--- config.mk ---
export PLATFORM = sky130hd
export DESIGN_NAME = dmem_arbiter
export DESIGN_NICKNAME = d
export VERILOG_FILES = /design/src/rtl/dmem_pkg.sv /design/src/rtl/dmem_arbiter_rr.sv /design/src/rtl/dmem_arbiter.sv
export SDC_FILE = /design/constraint.sdc
export NUM_CORES = 1
export LEC_CHECK = 0
export ABC_AREA = 1
export BUFFER_PORTS_ARGS = -buffer_cell sky130_fd_sc_hd__buf_2
export CAP_MARGIN = 20
export CORE_AREA = 4 4 195 197
export CTS_BUF_LIST = sky130_fd_sc_hd__clkbuf_4 sky130_fd_sc_hd__clkbuf_8 sky130_fd_sc_hd__clkbuf_16
export CTS_CLUSTER_SIZE = 14
export DETAILED_ROUTE_END_ITERATION = 12
export DIE_AREA = 0 0 199 201
export PLACE_DENSITY_LB_ADDON = 0.15
export SYNTH_ARGS = -nofsm -noshare
export SYNTH_HDL_FRONTEND = slang
export SYNTH_HIERARCHICAL = 1
export SYNTH_SLANG_ARGS = --single-unit
--- constraint.sdc ---
create_clock -name clk -period 3.2 [get_ports clk]
set_input_delay 0.64 -clock clk [delete_from_list [all_inputs] [get_ports clk]]
set_output_delay 0.64 -clock clk [all_outputs]
set_load 0.03 [all_outputs]
--- src/rtl/dmem_pkg.sv ---
// Shared constants and types for the data-memory arbiter slice.
//   ADDR_W / DATA_W  : default word address and data widths
//   IO_ADDR          : address whose write also strobes the io port
//   REQ_*            : fixed requester IDs
//   tag_t            : read-return tag {valid, id}
package dmem_pkg;

   localparam int unsigned ADDR_W  = 8;
   localparam int unsigned DATA_W  = 64;
   localparam logic [ADDR_W-1:0] IO_ADDR = 8'hFF;

   localparam int unsigned REQ_CPU = 0;
   localparam int unsigned REQ_DBG = 1;
   localparam int unsigned REQ_DMA = 2;

   // Sized for the largest supported requester count so one tag type serves all builds.
   localparam int unsigned MAX_REQ = 8;
   localparam int unsigned ID_W    = $clog2(MAX_REQ);

   typedef struct packed {
      logic            valid;
      logic [ID_W-1:0] id;
   } tag_t;

endpackage

--- src/rtl/dmem_arbiter_rr.sv ---
// Round-robin arbiter with burst lock.
//   clk, rst (sync, active-low)
//   arb_en : 0 blocks all new grants
//   req    : request per requester
//   lock   : keep the grant after this beat
//   gnt    : combinational one-hot grant
// Pointer and lock owner are held one-hot so the priority search needs no indexing.
module rr_arbiter #(
   parameter int unsigned NUM_REQ = 3
) (
   input  logic               clk,
   input  logic               rst,
   input  logic               arb_en,
   input  logic [NUM_REQ-1:0] req,
   input  logic [NUM_REQ-1:0] lock,
   output logic [NUM_REQ-1:0] gnt
);

   localparam logic [NUM_REQ-1:0] ONE = NUM_REQ'(1);

   logic [NUM_REQ-1:0] ptr_oh;
   logic [NUM_REQ-1:0] owner_oh;
   logic [NUM_REQ-1:0] req_hi;
   logic [NUM_REQ-1:0] cand;
   logic               xfer;
   logic               keep;

   // Search from the pointer upward; fall back to the full vector to wrap around.
   always_comb begin
      req_hi = req & ~(ptr_oh - ONE);
      cand   = (|req_hi) ? req_hi : req;
      gnt    = '0;
      if (rst && arb_en) begin
         if (|owner_oh) gnt = req & owner_oh;
         else           gnt = cand & (~cand + ONE);
      end
   end

   assign xfer = |gnt;
   assign keep = |(gnt & lock);

   // Locked beats park ownership and leave the pointer where it is.
   always_ff @(posedge clk) begin
      if (!rst) begin
         ptr_oh   <= ONE;
         owner_oh <= '0;
      end else if (xfer) begin
         if (keep) begin
            owner_oh <= gnt;
         end else begin
            owner_oh <= '0;
            ptr_oh   <= {gnt[NUM_REQ-2:0], gnt[NUM_REQ-1]};
         end
      end
   end

endmodule

--- src/rtl/dmem_arbiter.sv ---
// Shares one single-port synchronous RAM among NUM_REQ requesters.
//   clk, rst (sync, active-low), arb_en
//   req/we/lock/addr/wdata : packed per-requester command inputs
//   gnt                    : combinational one-hot ready
//   rvalid/rdata           : read return, 3 edges after acceptance
//   mem_*                  : registered RAM command, mem_rdata one cycle after a read
//   io_write/io_data       : strobe on writes to IO_ADDR
module dmem_arbiter #(
   parameter int unsigned NUM_REQ = 3,
   parameter int unsigned ADDR_W  = dmem_pkg::ADDR_W,
   parameter int unsigned DATA_W  = dmem_pkg::DATA_W,
   parameter logic [ADDR_W-1:0] IO_ADDR = ADDR_W'(dmem_pkg::IO_ADDR)
) (
   input  logic                       clk,
   input  logic                       rst,
   input  logic                       arb_en,
   input  logic [NUM_REQ-1:0]         req,
   input  logic [NUM_REQ-1:0]         we,
   input  logic [NUM_REQ-1:0]         lock,
   input  logic [NUM_REQ*ADDR_W-1:0]  addr,
   input  logic [NUM_REQ*DATA_W-1:0]  wdata,
   output logic [NUM_REQ-1:0]         gnt,
   output logic [NUM_REQ-1:0]         rvalid,
   output logic [DATA_W-1:0]          rdata,
   output logic                       mem_en,
   output logic                       mem_we,
   output logic [ADDR_W-1:0]          mem_addr,
   output logic [DATA_W-1:0]          mem_wdata,
   input  logic [DATA_W-1:0]          mem_rdata,
   output logic                       io_write,
   output logic [DATA_W-1:0]          io_data
);

   import dmem_pkg::*;

   logic              xfer;
   logic              sel_we;
   logic [ADDR_W-1:0] sel_addr;
   logic [DATA_W-1:0] sel_wdata;
   logic [ID_W-1:0]   sel_id;
   logic              io_hit;
   tag_t              tag1;
   tag_t              tag2;

   rr_arbiter #(.NUM_REQ(NUM_REQ)) u_rr (
      .clk    (clk),
      .rst    (rst),
      .arb_en (arb_en),
      .req    (req),
      .lock   (lock),
      .gnt    (gnt)
   );

   // One-hot AND-OR mux of the granted requester's command.
   always_comb begin
      sel_we    = 1'b0;
      sel_addr  = '0;
      sel_wdata = '0;
      sel_id    = '0;
      for (int i = 0; i < NUM_REQ; i++) begin
         if (gnt[i]) begin
            sel_we    = we[i];
            sel_addr  = addr[i*ADDR_W +: ADDR_W];
            sel_wdata = wdata[i*DATA_W +: DATA_W];
            sel_id    = ID_W'(i);
         end
      end
   end

   assign xfer   = |gnt;
   assign io_hit = xfer & sel_we & (sel_addr == IO_ADDR);

   // Command registers, two-stage read tag pipeline, read return and IO strobe.
   always_ff @(posedge clk) begin
      if (!rst) begin
         mem_en    <= 1'b0;
         mem_we    <= 1'b0;
         mem_addr  <= '0;
         mem_wdata <= '0;
         tag1      <= '0;
         tag2      <= '0;
         rvalid    <= '0;
         rdata     <= '0;
         io_write  <= 1'b0;
         io_data   <= '0;
      end else begin
         mem_en <= xfer;
         mem_we <= xfer & sel_we;
         if (xfer) begin
            mem_addr  <= sel_addr;
            mem_wdata <= sel_wdata;
         end
         tag1.valid <= xfer & ~sel_we;
         tag1.id    <= sel_id;
         // tag2 lines up with the RAM sampling the command; mem_rdata is ready one edge later.
         tag2   <= tag1;
         rvalid <= tag2.valid ? (NUM_REQ'(1) << tag2.id) : '0;
         if (tag2.valid) rdata <= mem_rdata;
         io_write <= io_hit;
         io_data  <= io_hit ? sel_wdata : '0;
      end
   end

endmodule
### After elaboration in Yosys (flattened, before gate mapping)

Cells that the tools add are included.

* register bits: 220
* output and inout bits: 209
* input port bits: 292
* logic and storage cells: 55

* bitwise gates (word level): 12
* add/subtract/negate cells: 2
* shift operators: 1
* multiplexer cells: 15
* reductions and logical operators: 9
* equality and inequality tests: 1

Operator list (count)
* $mux 64: 3
* $mux 8: 3
* $and 3x3->3: 4
* $mux 3: 4
* $reduce_or 3->1: 4
* $eq 8x8->1 const B: 1
* $not 3->3: 2
* $reduce_and 2->1: 3
* $mux 1: 4
* $add 3x1->3 const B: 1
* $and 1x1->1: 3
* $not 1->1: 3
* $shl 1x3->3 const A: 1
* $sub 3x1->3 const B: 1
* $mux 2: 1
* $reduce_or 2->1: 1
* $logic_and 1x1->1: 1

### Depth between registers and ports, before layout

Gate-level depths: netlist of the first run.

* depth in word-level cells: 16
* depth in mapped cells: 23
* gate-level depth less buffers: 20

### Hierarchy

The synthesis of the first run kept the hierarchy.

By module, submodules not included
* dmem_arbiter: seq. area each 4244.1 µm², cells an instance 1043, times used 1, area an instance 8290.5 µm²
* rr_arbiter: seq. area each 120.1 µm², cells an instance 77, times used 1, area an instance 466.7 µm²

### Worst setup path before layout of the first run

Ideal clock, no wire load.

* path kind: input port to flip-flop
* start point: input req[1]
* end point: register io_data[10]
* cell stages on the path: 19
* library setup time: 0.124 ns
* path buffers: 3
* required time: 3.076 ns
* path slack: 0.511 ns
* data arrival time: 2.565 ns
* cells stage by stage: nand2_1 -> nand2_1 -> inv_2 -> nand3_1 -> nand2_1 -> nor2_1 -> nand2_1 -> nand2_2 -> nand2_2 -> inv_1 -> buf_4 -> inv_2 -> or2_2 -> nand2_1 -> nor2_1 -> nand3_1 -> buf_6 -> buf_6 -> nor3_2

* elaborated cells between the ends (all ways): 23
* those cells by class: add/sub (1); eq/ne (1); mux (12); bitwise (6); reduce/logical (3)

RTL lines
* start, declared: RTL line dmem_arbiter.sv:17 `input logic [NUM_REQ-1:0] req,`
* $and 3x3->3: RTL line dmem_arbiter_rr.sv:30 `req_hi = req & ~(ptr_oh - ONE);`
* $reduce_or 3->1: RTL line dmem_arbiter_rr.sv:31 `cand = (|req_hi) ? req_hi : req;`
* $mux 3 (*): RTL line dmem_arbiter_rr.sv:31
* $not 3->3: RTL line dmem_arbiter_rr.sv:35 `else gnt = cand & (~cand + ONE);`
* $add 3x1->3: RTL line dmem_arbiter_rr.sv:35
* $and 3x3->3 (*): RTL line dmem_arbiter_rr.sv:35
* $mux 3 (*): RTL line dmem_arbiter_rr.sv:34 `if (|owner_oh) gnt = req & owner_oh;`
* $mux 3 (*): RTL line dmem_arbiter_rr.sv:33 `if (rst && arb_en) begin`
* named net gnt[2]: RTL line dmem_arbiter.sv:22 `output logic [NUM_REQ-1:0] gnt,`
* $mux 8 (tied with other cells): RTL line dmem_arbiter.sv:61 `if (gnt[i]) begin`
* $eq 8x8->1 or $and 1x1->1 (tied branches): RTL line dmem_arbiter.sv:71 `assign io_hit = xfer & sel_we & (sel_addr == IO_ADDR);`
* $and 1x1->1: RTL line dmem_arbiter.sv:71
* $reduce_and 2->1 (no line)
* end signal, assigned: RTL line dmem_arbiter.sv:100 `io_data <= io_hit ? sel_wdata : '0;`
* end, declared: RTL line dmem_arbiter.sv:31 `output logic [DATA_W-1:0] io_data`

The timed path passes the listed nets; every way through them passes the cells marked *.
A chain may end at the register's enable or synchronous reset.

### Worst setup path after layout of the first run

* start point: register u_rr.ptr_oh[0]
* end point: output gnt[2]

* word-level cells in the longest chain between the ends: 10

RTL lines
* start, declared: RTL line dmem_arbiter_rr.sv:21 `logic [NUM_REQ-1:0] ptr_oh;`
* start signal, assigned: RTL line dmem_arbiter_rr.sv:52 `ptr_oh <= {gnt[NUM_REQ-2:0], gnt[NUM_REQ-1]};`
* $sub 3x1->3 (*): RTL line dmem_arbiter_rr.sv:30
* $not 3->3 (*): RTL line dmem_arbiter_rr.sv:30
* $and 3x3->3 (*): RTL line dmem_arbiter_rr.sv:30
* $reduce_or 3->1: RTL line dmem_arbiter_rr.sv:31
* $mux 3 (*): RTL line dmem_arbiter_rr.sv:31
* $not 3->3: RTL line dmem_arbiter_rr.sv:35
* $add 3x1->3: RTL line dmem_arbiter_rr.sv:35
* $and 3x3->3 (*): RTL line dmem_arbiter_rr.sv:35
* $mux 3 (*): RTL line dmem_arbiter_rr.sv:34
* $mux 3 (*): RTL line dmem_arbiter_rr.sv:33
* end, declared: RTL line dmem_arbiter.sv:22

Mark *: on every way between the ends. The rest lies on a longest branch, timed or not.

==> impl_results.md, run 1 <==
- Ratio of final minimum period to clock period: 0.941
- Routed length on met3: 3400 µm
- Total number of H-tree levels: 1
- Standard cell core area: 0.0363 mm²
- Relative contribution of combinational cells to total power: 0.142
- Latest clock arrival within the worst-skew pair: 0.53 ns
- Count of different cell masters after synthesis: 28
- Routed vias/inst: 4.39
- TritonCTS clock tree: done
- DRC viols: 0
- Top layer used by detailed routing: met5
- Final TNS setup: 0 ns
- # fillers: 3,941
- Number of hold buffers added after CTS: 0
- Sequential share of power: 0.412
- Routed wl met2: 18,000 µm
- CTS root buffer: sky130_fd_sc_hd__clkbuf_16
- Kind of launch point of the worst setup path: register
- Overall Power: 6.99 mW
- Storage cell area: 0.00437 mm²
- Die Y-Extent: 201 µm
- Total detailed-routing wirelength: 37,300 µm
- Part of the power in the clock network: 0.446
- Number of standard cells after synthesis: 1,120
- DR vias: 9,189
- Synthesized Nets: 1,413
- Yosys synthesis warning count: 6
- Number of nets at the end of the flow: 1,894
- Die span in x: 199 µm
- Type of the worst min-delay path: in2reg
- Arrival @ worst endpoint: 2.37 ns
- Switching part of the total power: 0.273
- Via count of the first global-routing pass: 9,326
- Worst-case clock buffer depth: 3
- Post-synth EDFFs: 0
- Count of pins over their slew limit: 0
- Setup CP Type: reg2out
- Drt wl/cell: 17.8 µm
- Die Outline Area: 0.0400 mm²
- CTS Sinks: 218
- HPWL after detailed placement: 29,000 µm
- Cell-internal power: 5.08 mW
- Final count of hold timing violations: 0
- Initial standard-cell utilization of the core: 0.242
- Least-Margin Pin Slew: 0.883 ns
- Final setup skew: 0.0104 ns
- Data required time at the worst endpoint: 2.56 ns
- Congestion Overflow GR: 0
- Main flop type after synthesis: sky130_fd_sc_hd__dfxtp_1
- Number of buffers added for setup after CTS: 0
- Leakage dissipation: 6.25 nW
- Global Route Usage Sum: 0.175
- Area of the mapped netlist: 0.00876 mm²
- Share of synthesized area occupied by flip-flops and latches: 0.498
- Antenna violations before repair: 8
- Sw Pwr: 1.90 mW
- Min Clock Period, post-route: 3.01 ns
- Async SR Flop Fraction: 0
- Worst Hold Launch: mem_rdata[3]
- Result of the run: complete, no violations
- CP startpoint: u_rr/ptr_oh[0]
- Reg-to-Reg Start: u_rr/ptr_oh[0]
- Total CTS buffers: 26
- Clock-pin slew on the worst setup and hold paths: 0.06 ns
- Kind of capture point of the worst setup path: output pin
- Wire length of the first global-routing pass: 55,000 µm
- I/O Pins: 501
- Syn Area/Cell: 7.82 µm²
- Peak ir drop on the vdd network: 0.318 mV
- Drt first-iter violations: 324
- Seq cells post-synth: 218
- Maximum fanout encountered on the critical timing path: 11
- Max Freq: 332 MHz
- Final Wtd Congestion: 0.877
- Count of input and output buffers: 500
- Floorplan row count: 70
- Routed metal-1 wire length: 14,900 µm
- Pin count of the biggest net entering global routing: 77
- Max-cap violation count: 0
- Power density relative to cell area: 549 mW/mm²
- Area taken by multi-input logic gates: 0.00381 mm²
- Relative slew margins: 0.412
- RSZ-0062 raised after global routing: false
- Final number of setup-violating endpoints: 0
- First-pass iteration count of the detailed router: 4
- Antenna Violating Nets Remaining: 0
- Layout overhead on the synthesized area: 45.4%
- Share of cells above drive strength 1: 0.413
[synthesized netlist by cell type (all sizes together), types with 4 or more instances]
cell type / count / area, µm²
inv: 42 / 160
nor3: 69 / 657
clkbuf: 33 / 124
o21ai: 128 / 641
nand3: 25 / 148
dfxtp: 218 / 4360
a21oi: 138 / 691
nand2: 261 / 987
or2: 5 / 31.3
a31oi: 4 / 25.0
nor2: 148 / 584
buf: 47 / 327
[area by class of cell]
cell class / count / share of cell area
timing repair buffer: 533 / 0.226
inverter: 42 / 0.0130
clock buffer: 38 / 0.0635
clock inverter: 10 / 0.00855
multi-input combinational: 780 / 0.299
sequential: 218 / 0.343
antenna: 3 / 0.000590
tap: 468 / 0.0460
[kinds of logic after synthesis]
logic type	count (synthesis)	share of synthesized area
AND/OR/NAND/NOR	509	0.276
AO/OA/AOI/OAI	270	0.155
adder cells (fa/ha/maj)	1	0.00143
flip-flops	218	0.498
buffers and inverters	122	0.0697
[registers in the layout, summed over array words and instances, names as in the netlist, 8 cells and up]
signal,flops
mem_addr,8
io_data,64
rdata,64
mem_wdata,64
[routing by layer]
layer  global-route usage  vias up
li1                     -     4630
met1                0.208     4112
met2                0.304      381
met3               0.0537       60
met4               0.0503        6
met5                    0        -
[worst paths after layout]
path / end / slack [ns] / depth (start not counted)
max: gnt[2] / 0.19 / 14
min: rdata[3] / 0.33 / 3
max reg2reg: io_data[63] / 0.33 / 21
min reg2reg: tag2[3] / 0.41 / 2
[power by group through the flow]
stage               combinational [mW]  sequential, mW  clock [mW]
floorplan                        0.340            3.13           0
global placement                  1.01            2.93           0
detailed placement                1.01            2.93           0
CTS                               1.01            2.88        3.21
global route                      1.09            2.89        3.32
finish                           0.995            2.88        3.12
[per-stage QoR]
step	hold slack (ns)	utilization	instance area (µm²)	setup WS, ns	instances
global route	0.318	0.351	12700	0.0181	2092
detailed placement	0.399	0.325	11800	0.208	2041
CTS	0.304	0.351	12700	0.0606	2089
finish	0.333	0.351	12700	0.188	2092
floorplan	0.390	-	8760	0.511	1120
global placement	0.404	0.325	11800	0.222	2041
[worst max-delay path, cell delays in order, from the launching register on]
cell	delay, ns
sky130_fd_sc_hd__dfxtp_2	0.35
sky130_fd_sc_hd__inv_1	0.06
sky130_fd_sc_hd__ha_1	0.28
sky130_fd_sc_hd__nand2_1	0.08
sky130_fd_sc_hd__nand2_1	0.07
sky130_fd_sc_hd__inv_2	0.07
sky130_fd_sc_hd__nand3_1	0.08
sky130_fd_sc_hd__nand2_1	0.10
sky130_fd_sc_hd__nor2_1	0.05
sky130_fd_sc_hd__nand2_1	0.07
sky130_fd_sc_hd__nand2_2	0.08
sky130_fd_sc_hd__nand2_2	0.10
sky130_fd_sc_hd__clkinv_4	0.12
sky130_fd_sc_hd__buf_6	0.17
sky130_fd_sc_hd__clkbuf_4	0.18
[layout by cell type, fill, tap and decap left out]
cell type / instances
sky130_fd_sc_hd__nor2_1: 144
sky130_fd_sc_hd__dfxtp_1: 216
sky130_fd_sc_hd__clkbuf_8: 8
sky130_fd_sc_hd__nand3_1: 21
sky130_fd_sc_hd__inv_4: 1
sky130_fd_sc_hd__or2_1: 4
sky130_fd_sc_hd__clkinv_2: 5
sky130_fd_sc_hd__a31oi_1: 4
sky130_fd_sc_hd__nor2_4: 1
sky130_fd_sc_hd__nand3_4: 2
sky130_fd_sc_hd__buf_2: 499
sky130_fd_sc_hd__bufinv_16: 2
sky130_fd_sc_hd__nand2_2: 3
sky130_fd_sc_hd__nand4_1: 1
sky130_fd_sc_hd__nor3_4: 2
sky130_fd_sc_hd__o21ai_0: 128
sky130_fd_sc_hd__inv_1: 30
sky130_fd_sc_hd__clkbuf_16: 27
sky130_fd_sc_hd__nor2_2: 2
sky130_fd_sc_hd__nor3_2: 59
sky130_fd_sc_hd__nand3_2: 2
sky130_fd_sc_hd__a21oi_1: 138
sky130_fd_sc_hd__buf_6: 1
sky130_fd_sc_hd__buf_12: 10
sky130_fd_sc_hd__or2_2: 1
sky130_fd_sc_hd__ha_1: 1
sky130_fd_sc_hd__clkbuf_4: 4
sky130_fd_sc_hd__nor2_8: 1
sky130_fd_sc_hd__dfxtp_2: 2
sky130_fd_sc_hd__clkinvlp_4: 2
sky130_fd_sc_hd__nand2_1: 257
sky130_fd_sc_hd__buf_4: 22
sky130_fd_sc_hd__clkinv_4: 2
sky130_fd_sc_hd__diode_2: 3
sky130_fd_sc_hd__inv_2: 10
sky130_fd_sc_hd__nand2_4: 1
sky130_fd_sc_hd__nor3_1: 8
[what timing repair did]
| item | 4_1_cts | 5_1_grt |
|---|---|---|
| resized for setup | 1 | 5 |
| endpoints found under the hold margin | 0 | 0 |
| setup endpoints to repair | 1 | 4 |
| cloned | 0 | 0 |
No activity file was read; power rests on OpenSTA's default activity.
==> run 2: changes to the inputs <==
- CORE_AREA: 4 4 195 197 -> 2 2 193 195
- DIE_AREA: 0 0 199 201 -> 0 0 195 197
==> run 2 against run 1 <==
Net effect:
- hold slack worse by 0.015 ns
- final area decreased by 0.54%
- combinational power down 2%
- sequential share of layout area grew 0.18 points
- via count is 1.2% higher
- first-iteration DRC count down 4.6%
- highest routed layer unchanged
- sequential cell count did not move
- total power down 1.2%
- worst setup slack got worse by 0.029 ns
- non-clock buffer count decreased by 4
- die area fell by 4.0%
==> impl_results.md, run 2 (synthesis results as in run 1) <==
- Standard cell core area: 0.0363 mm²
- Initial standard-cell utilization of the core: 0.242
- Layout overhead on the synthesized area: 44.6%
- Via count of the first global-routing pass: 9,249
- Min Clock Period, post-route: 3.04 ns
- Arrival @ worst endpoint: 2.40 ns
- DR vias: 9,300
- Count of pins over their slew limit: 0
- Antenna violations before repair: 8
- Final setup skew: 0.0216 ns
- First-pass iteration count of the detailed router: 4
- Routed vias/inst: 4.45
- CTS root buffer: sky130_fd_sc_hd__clkbuf_16
- Library cell contributing the largest single delay on the critical path: sky130_fd_sc_hd__dfxtp_1
- Final cell utilization of the core: 0.349
- Antenna Violating Nets Remaining: 0
- Total number of H-tree levels: 1
- Cell repeated most along the worst path: sky130_fd_sc_hd__nand2_1
- Count of input and output buffers: 500
- RSZ-0062 raised after global routing: false
- Final count of hold timing violations: 0
- Maximum fanout encountered on the critical timing path: 21
- Setup CP Type: reg2out
- Data required time at the worst endpoint: 2.56 ns
- # fillers: 3,906
- Final number of setup-violating endpoints: 0
- Type of the worst min-delay path: in2reg
- Kind of capture point of the worst setup path: output pin
- Top Registers: io_data (64), mem_wdata (64), rdata (64)
- Post-placement cell area: 0.0117 mm²
- Ratio of final minimum period to clock period: 0.950
- Total CTS buffers: 26
- Peak ir drop on the vdd network: 0.411 mV
- Biggest cell delay along the critical path: 0.36 ns
- Floorplan row count: 70
- Placement Setup Slack: 0.209 ns
- Share of cells above drive strength 1: 0.411
- Worst-case clock buffer depth: 3
- Max-cap violation count: 0
- Commonest non-fill, non-tap cell in the layout: sky130_fd_sc_hd__buf_2
- Die Y-Extent: 197 µm
- CTS Sinks: 218
- Global Route Usage Sum: 0.185
- Summed area of non-filler cells in the final layout: 0.0127 mm²
- Final Wtd Congestion: 0.890
- Kind of launch point of the worst setup path: register
- Relative slew margins: 0.365
- Power density relative to cell area: 545 mW/mm²
- Clock-pin slew on the worst setup and hold paths: 0.06 ns
- Pin count of the biggest net entering global routing: 77
- Total detailed-routing wirelength: 37,400 µm
- Commonest non-fill, non-tap cells in the layout: sky130_fd_sc_hd__buf_2, sky130_fd_sc_hd__nand2_1, sky130_fd_sc_hd__dfxtp_1
- I/O Pins: 501
- TritonCTS clock tree: done
- Final WS setup: 0.160 ns
- Latest clock arrival within the worst-skew pair: 0.55 ns
- Number of nets at the end of the flow: 1,890
- Congestion Overflow GR: 0
- Placed Cells incl. Taps: 2,033
- Number of hold buffers added after CTS: 0
- Drt wl/cell: 17.9 µm
- HPWL after detailed placement: 28,200 µm
- Overall Power: 6.90 mW
- Least-Margin Pin Slew: 0.952 ns
- Die Outline Area: 0.0384 mm²
- Final cell count without fillers: 2,091
- Final TNS setup: 0 ns
- Leakage dissipation: 6.20 nW
- Drt first-iter violations: 309
- Max Freq: 329 MHz
- Wire length of the first global-routing pass: 54,700 µm
- Minimum hold slack: 0.319 ns
- DRC viols: 0
- Result of the run: complete, no violations
- CP cell instances: inv_1, ha_1, nand2_1, nand2_1, inv_2, nand3_1, nand2_1, nor2_1, nand2_1, nand2_2, nand2_2, clkinv_4, buf_12, buf_4
- Die span in x: 195 µm
==> run 2: changes by cell type in the layout (fill, tap and decap cells not counted), moves of 2 or more <==
cell,before,now
sky130_fd_sc_hd__clkbuf_4,4,2
sky130_fd_sc_hd__diode_2,3,7
sky130_fd_sc_hd__buf_12,10,6
sky130_fd_sc_hd__clkinv_2,5,8
sky130_fd_sc_hd__clkbuf_8,8,6
==> run 2: worst max-delay path, delay by kind of cell, from the launching register on <==
| family | cells | cell delay [ns] |
|---|---|---|
| fa+ha+maj | 1 | 0.27 |
| simple gates | 8 | 0.66 |
| buf+inv | 5 | 0.57 |
| flops | 1 | 0.36 |
==> run 2: timing repair <==
action                                  in CTS  in global routing
endpoints found under the setup margin       1                 50
resized for setup                            3                  9
endpoints found under the hold margin        0                  0
buffers inserted                             0                  3
cloned                                       0                  1
==> run 2: area by class of cell <==
type / instances / area [µm²] / share of cell area
flip-flops and latches: 218 / 4370 / 0.345
multi-input cells: 780 / 3820 / 0.301
repair buffers: 529 / 2820 / 0.223
clock buffers: 35 / 773 / 0.0611
well taps: 468 / 586 / 0.0462
inverters: 42 / 165 / 0.0130
clock inverters: 12 / 116 / 0.00919
diodes: 7 / 17.5 / 0.00138
==> run 2: per-layer routing <==
| layer | GRT usage | routed length (µm) |
|---|---|---|
| met2 | 0.313 | 17500 |
| met4 | 0.0712 | 1270 |
| met1 | 0.217 | 15200 |
| met3 | 0.0619 | 3370 |
| met5 | 0 | 40 |
==> run 2: report_power, final <==
group	internal (mW)	leakage [nW]	switching (mW)	total (mW)
combinational	0.337	3.98	0.639	0.976
sequential	2.82	1.77	0.0525	2.87
clock	1.85	0.449	1.20	3.05
total	5.01	6.20	1.90	6.90
==> run 2: final timing paths <==
check                           depth (start not counted)      startpoint  slack [ns]           to
worst max-delay path                                   14  u_rr/ptr_oh[0]        0.16       gnt[2]
worst min-delay path                                    3   mem_rdata[20]        0.32    rdata[20]
worst max register to register                         21  u_rr/ptr_oh[0]        0.32  io_data[49]
worst min register to register                          2         tag1[3]        0.41      tag2[3]
==> run 3: changes to the inputs <==
- BUFFER_PORTS_ARGS: -buffer_cell sky130_fd_sc_hd__buf_2 -> -buffer_cell sky130_fd_sc_hd__buf_4
==> run 3 against run 2 <==
Net effect:
- clock power rose by 8.5%
- critical path type unchanged
- first-iteration DRC count up 1.3%
- maximum frequency is 0.94% higher
- register-to-register slack better by 0.09 ns
- sequential power hardly changed
- core utilization is 3.5 points higher
- total power increased by 6.0%
==> impl_results.md, run 3 (synthesis results as in run 1) <==
- Result of the run: complete, no violations
- Pin count of the biggest net entering global routing: 77
- Die span in x: 195 µm
- Via count of the first global-routing pass: 9,204
- DR vias: 9,176
- Post-placement cell area: 0.0129 mm²
- Die Outline Area: 0.0384 mm²
- DRC viols: 0
- Area taken by multi-input logic gates: 0.00381 mm²
- CTS root buffer: sky130_fd_sc_hd__clkbuf_16
- Total number of H-tree levels: 1
- Initial standard-cell utilization of the core: 0.242
- Commonest non-fill, non-tap cell in the layout: sky130_fd_sc_hd__buf_4
- RSZ-0062 raised after global routing: false
- Type of the worst min-delay path: in2reg
- Floorplan row count: 70
- Final cell count without fillers: 2,084
- Count of pins over their slew limit: 0
- Kind of capture point of the worst setup path: output pin
- Clock-pin slew on the worst setup and hold paths: 0.06 ns
- Maximum fanout encountered on the critical timing path: 9
- Routed vias/inst: 4.40
- CTS Sinks: 218
- Number of nets at the end of the flow: 1,885
- TritonCTS clock tree: done
- Worst-case clock buffer depth: 3
- Placed Cells incl. Taps: 2,031
- Antenna Violating Nets Remaining: 0
- Final WS setup: 0.188 ns
- Latest clock arrival within the worst-skew pair: 0.54 ns
- Top Registers: io_data (64), mem_wdata (64), rdata (64)
- Kind of launch point of the worst setup path: register
- Final number of setup-violating endpoints: 0
- Final count of hold timing violations: 0
- Wire length of the first global-routing pass: 55,900 µm
- I/O Pins: 501
- CP startpoint: u_rr/ptr_oh[0]
- Commonest non-fill, non-tap cells in the layout: sky130_fd_sc_hd__buf_4, sky130_fd_sc_hd__nand2_1, sky130_fd_sc_hd__dfxtp_1
- Placement Setup Slack: 0.176 ns
- Leakage dissipation: 6.46 nW
- Data required time at the worst endpoint: 2.56 ns
- Worst Hold Launch: mem_rdata[62]
- Reg-to-Reg Start: u_rr/ptr_oh[0]
- Ratio of final minimum period to clock period: 0.941
- Min Clock Period, post-route: 3.01 ns
- Drt wl/cell: 18.3 µm
- Arrival @ worst endpoint: 2.37 ns
- Relative slew margins: 0.511
- Total detailed-routing wirelength: 38,200 µm
- Peak ir drop on the vdd network: 0.387 mV
- Final TNS setup: 0 ns
- Die Y-Extent: 197 µm
- Least-Margin Pin Slew: 0.733 ns
- Number of hold buffers added after CTS: 0
- Drt first-iter violations: 313
- Max-cap violation count: 0
- Count of input and output buffers: 500
- Antenna violations before repair: 4
- Setup CP Type: reg2out
- Standard cell core area: 0.0363 mm²
- Storage cell area: 0.00437 mm²
- Max Freq: 332 MHz
- Final Wtd Congestion: 0.846
- Global Route Usage Sum: 0.190
- Summed area of non-filler cells in the final layout: 0.0139 mm²
- Share of cells above drive strength 1: 0.410
- Power density relative to cell area: 525 mW/mm²
- # fillers: 3,750
- Layout overhead on the synthesized area: 59.2%
- First-pass iteration count of the detailed router: 4
- HPWL after detailed placement: 28,500 µm
- Congestion Overflow GR: 0
- Final setup skew: 0.0133 ns
- Minimum hold slack: 0.323 ns
- Total CTS buffers: 27
- Overall Power: 7.32 mW
- Final cell utilization of the core: 0.385
## run 3: changes by cell type in the layout (fill, tap and decap cells not counted), sizes merged
cell	before	now
diode	7	4
clkinv	9	1
buf	528	523
inv	42	43
clkbuf	36	42
bufinv	2	4
## run 3: area by class of cell
cell class / count / share of cell area
multi-input cells: 780 / 0.273
inverters: 42 / 0.0118
repair buffers: 523 / 0.289
flip-flops and latches: 218 / 0.313
clock buffers: 42 / 0.0597
well taps: 468 / 0.0420
clock inverters: 7 / 0.0101
diodes: 4 / 0.000718
## run 3: report_power, final
group          total (mW)  internal (mW)  switching [mW]
Sequential           2.88           2.82          0.0571
Clock                3.31           2.10            1.21
Combinational        1.12          0.487           0.635
## run 3: critical path: stages (launching register included)
cell,delay (ns)
sky130_fd_sc_hd__dfxtp_1,0.36
sky130_fd_sc_hd__inv_1,0.07
sky130_fd_sc_hd__ha_1,0.29
sky130_fd_sc_hd__nand2_1,0.08
sky130_fd_sc_hd__nand2_1,0.06
sky130_fd_sc_hd__inv_2,0.08
sky130_fd_sc_hd__nand2_1,0.05
sky130_fd_sc_hd__nand2_1,0.07
sky130_fd_sc_hd__nand2_1,0.05
sky130_fd_sc_hd__nand2_1,0.08
sky130_fd_sc_hd__nand3_1,0.14
sky130_fd_sc_hd__inv_1,0.12
sky130_fd_sc_hd__buf_4,0.21
sky130_fd_sc_hd__buf_4,0.19
## run 3: timing repair
action	in CTS	in global routing
resized for setup	0	6
setup endpoints to repair	0	16
setup buffers	0	0
## run 3: final timing paths
check / to / slack, ns / depth (start not counted)
hold reg to reg: tag2[1] / 0.42 / 2
setup / recovery: gnt[0] / 0.19 / 13
hold / removal: rdata[62] / 0.32 / 3
setup reg to reg: io_data[63] / 0.41 / 20
## run 3: routing by layer
metal | global-route usage | part of all wire | wire (µm) | vias up
met5 | 0 | 0.00034 | 13 | -
met4 | 0.0540 | 0.022 | 849 | 2
met3 | 0.0724 | 0.097 | 3710 | 46
li1 | - | - | - | 4605
met1 | 0.214 | 0.39 | 15000 | 4158
met2 | 0.333 | 0.49 | 18700 | 365
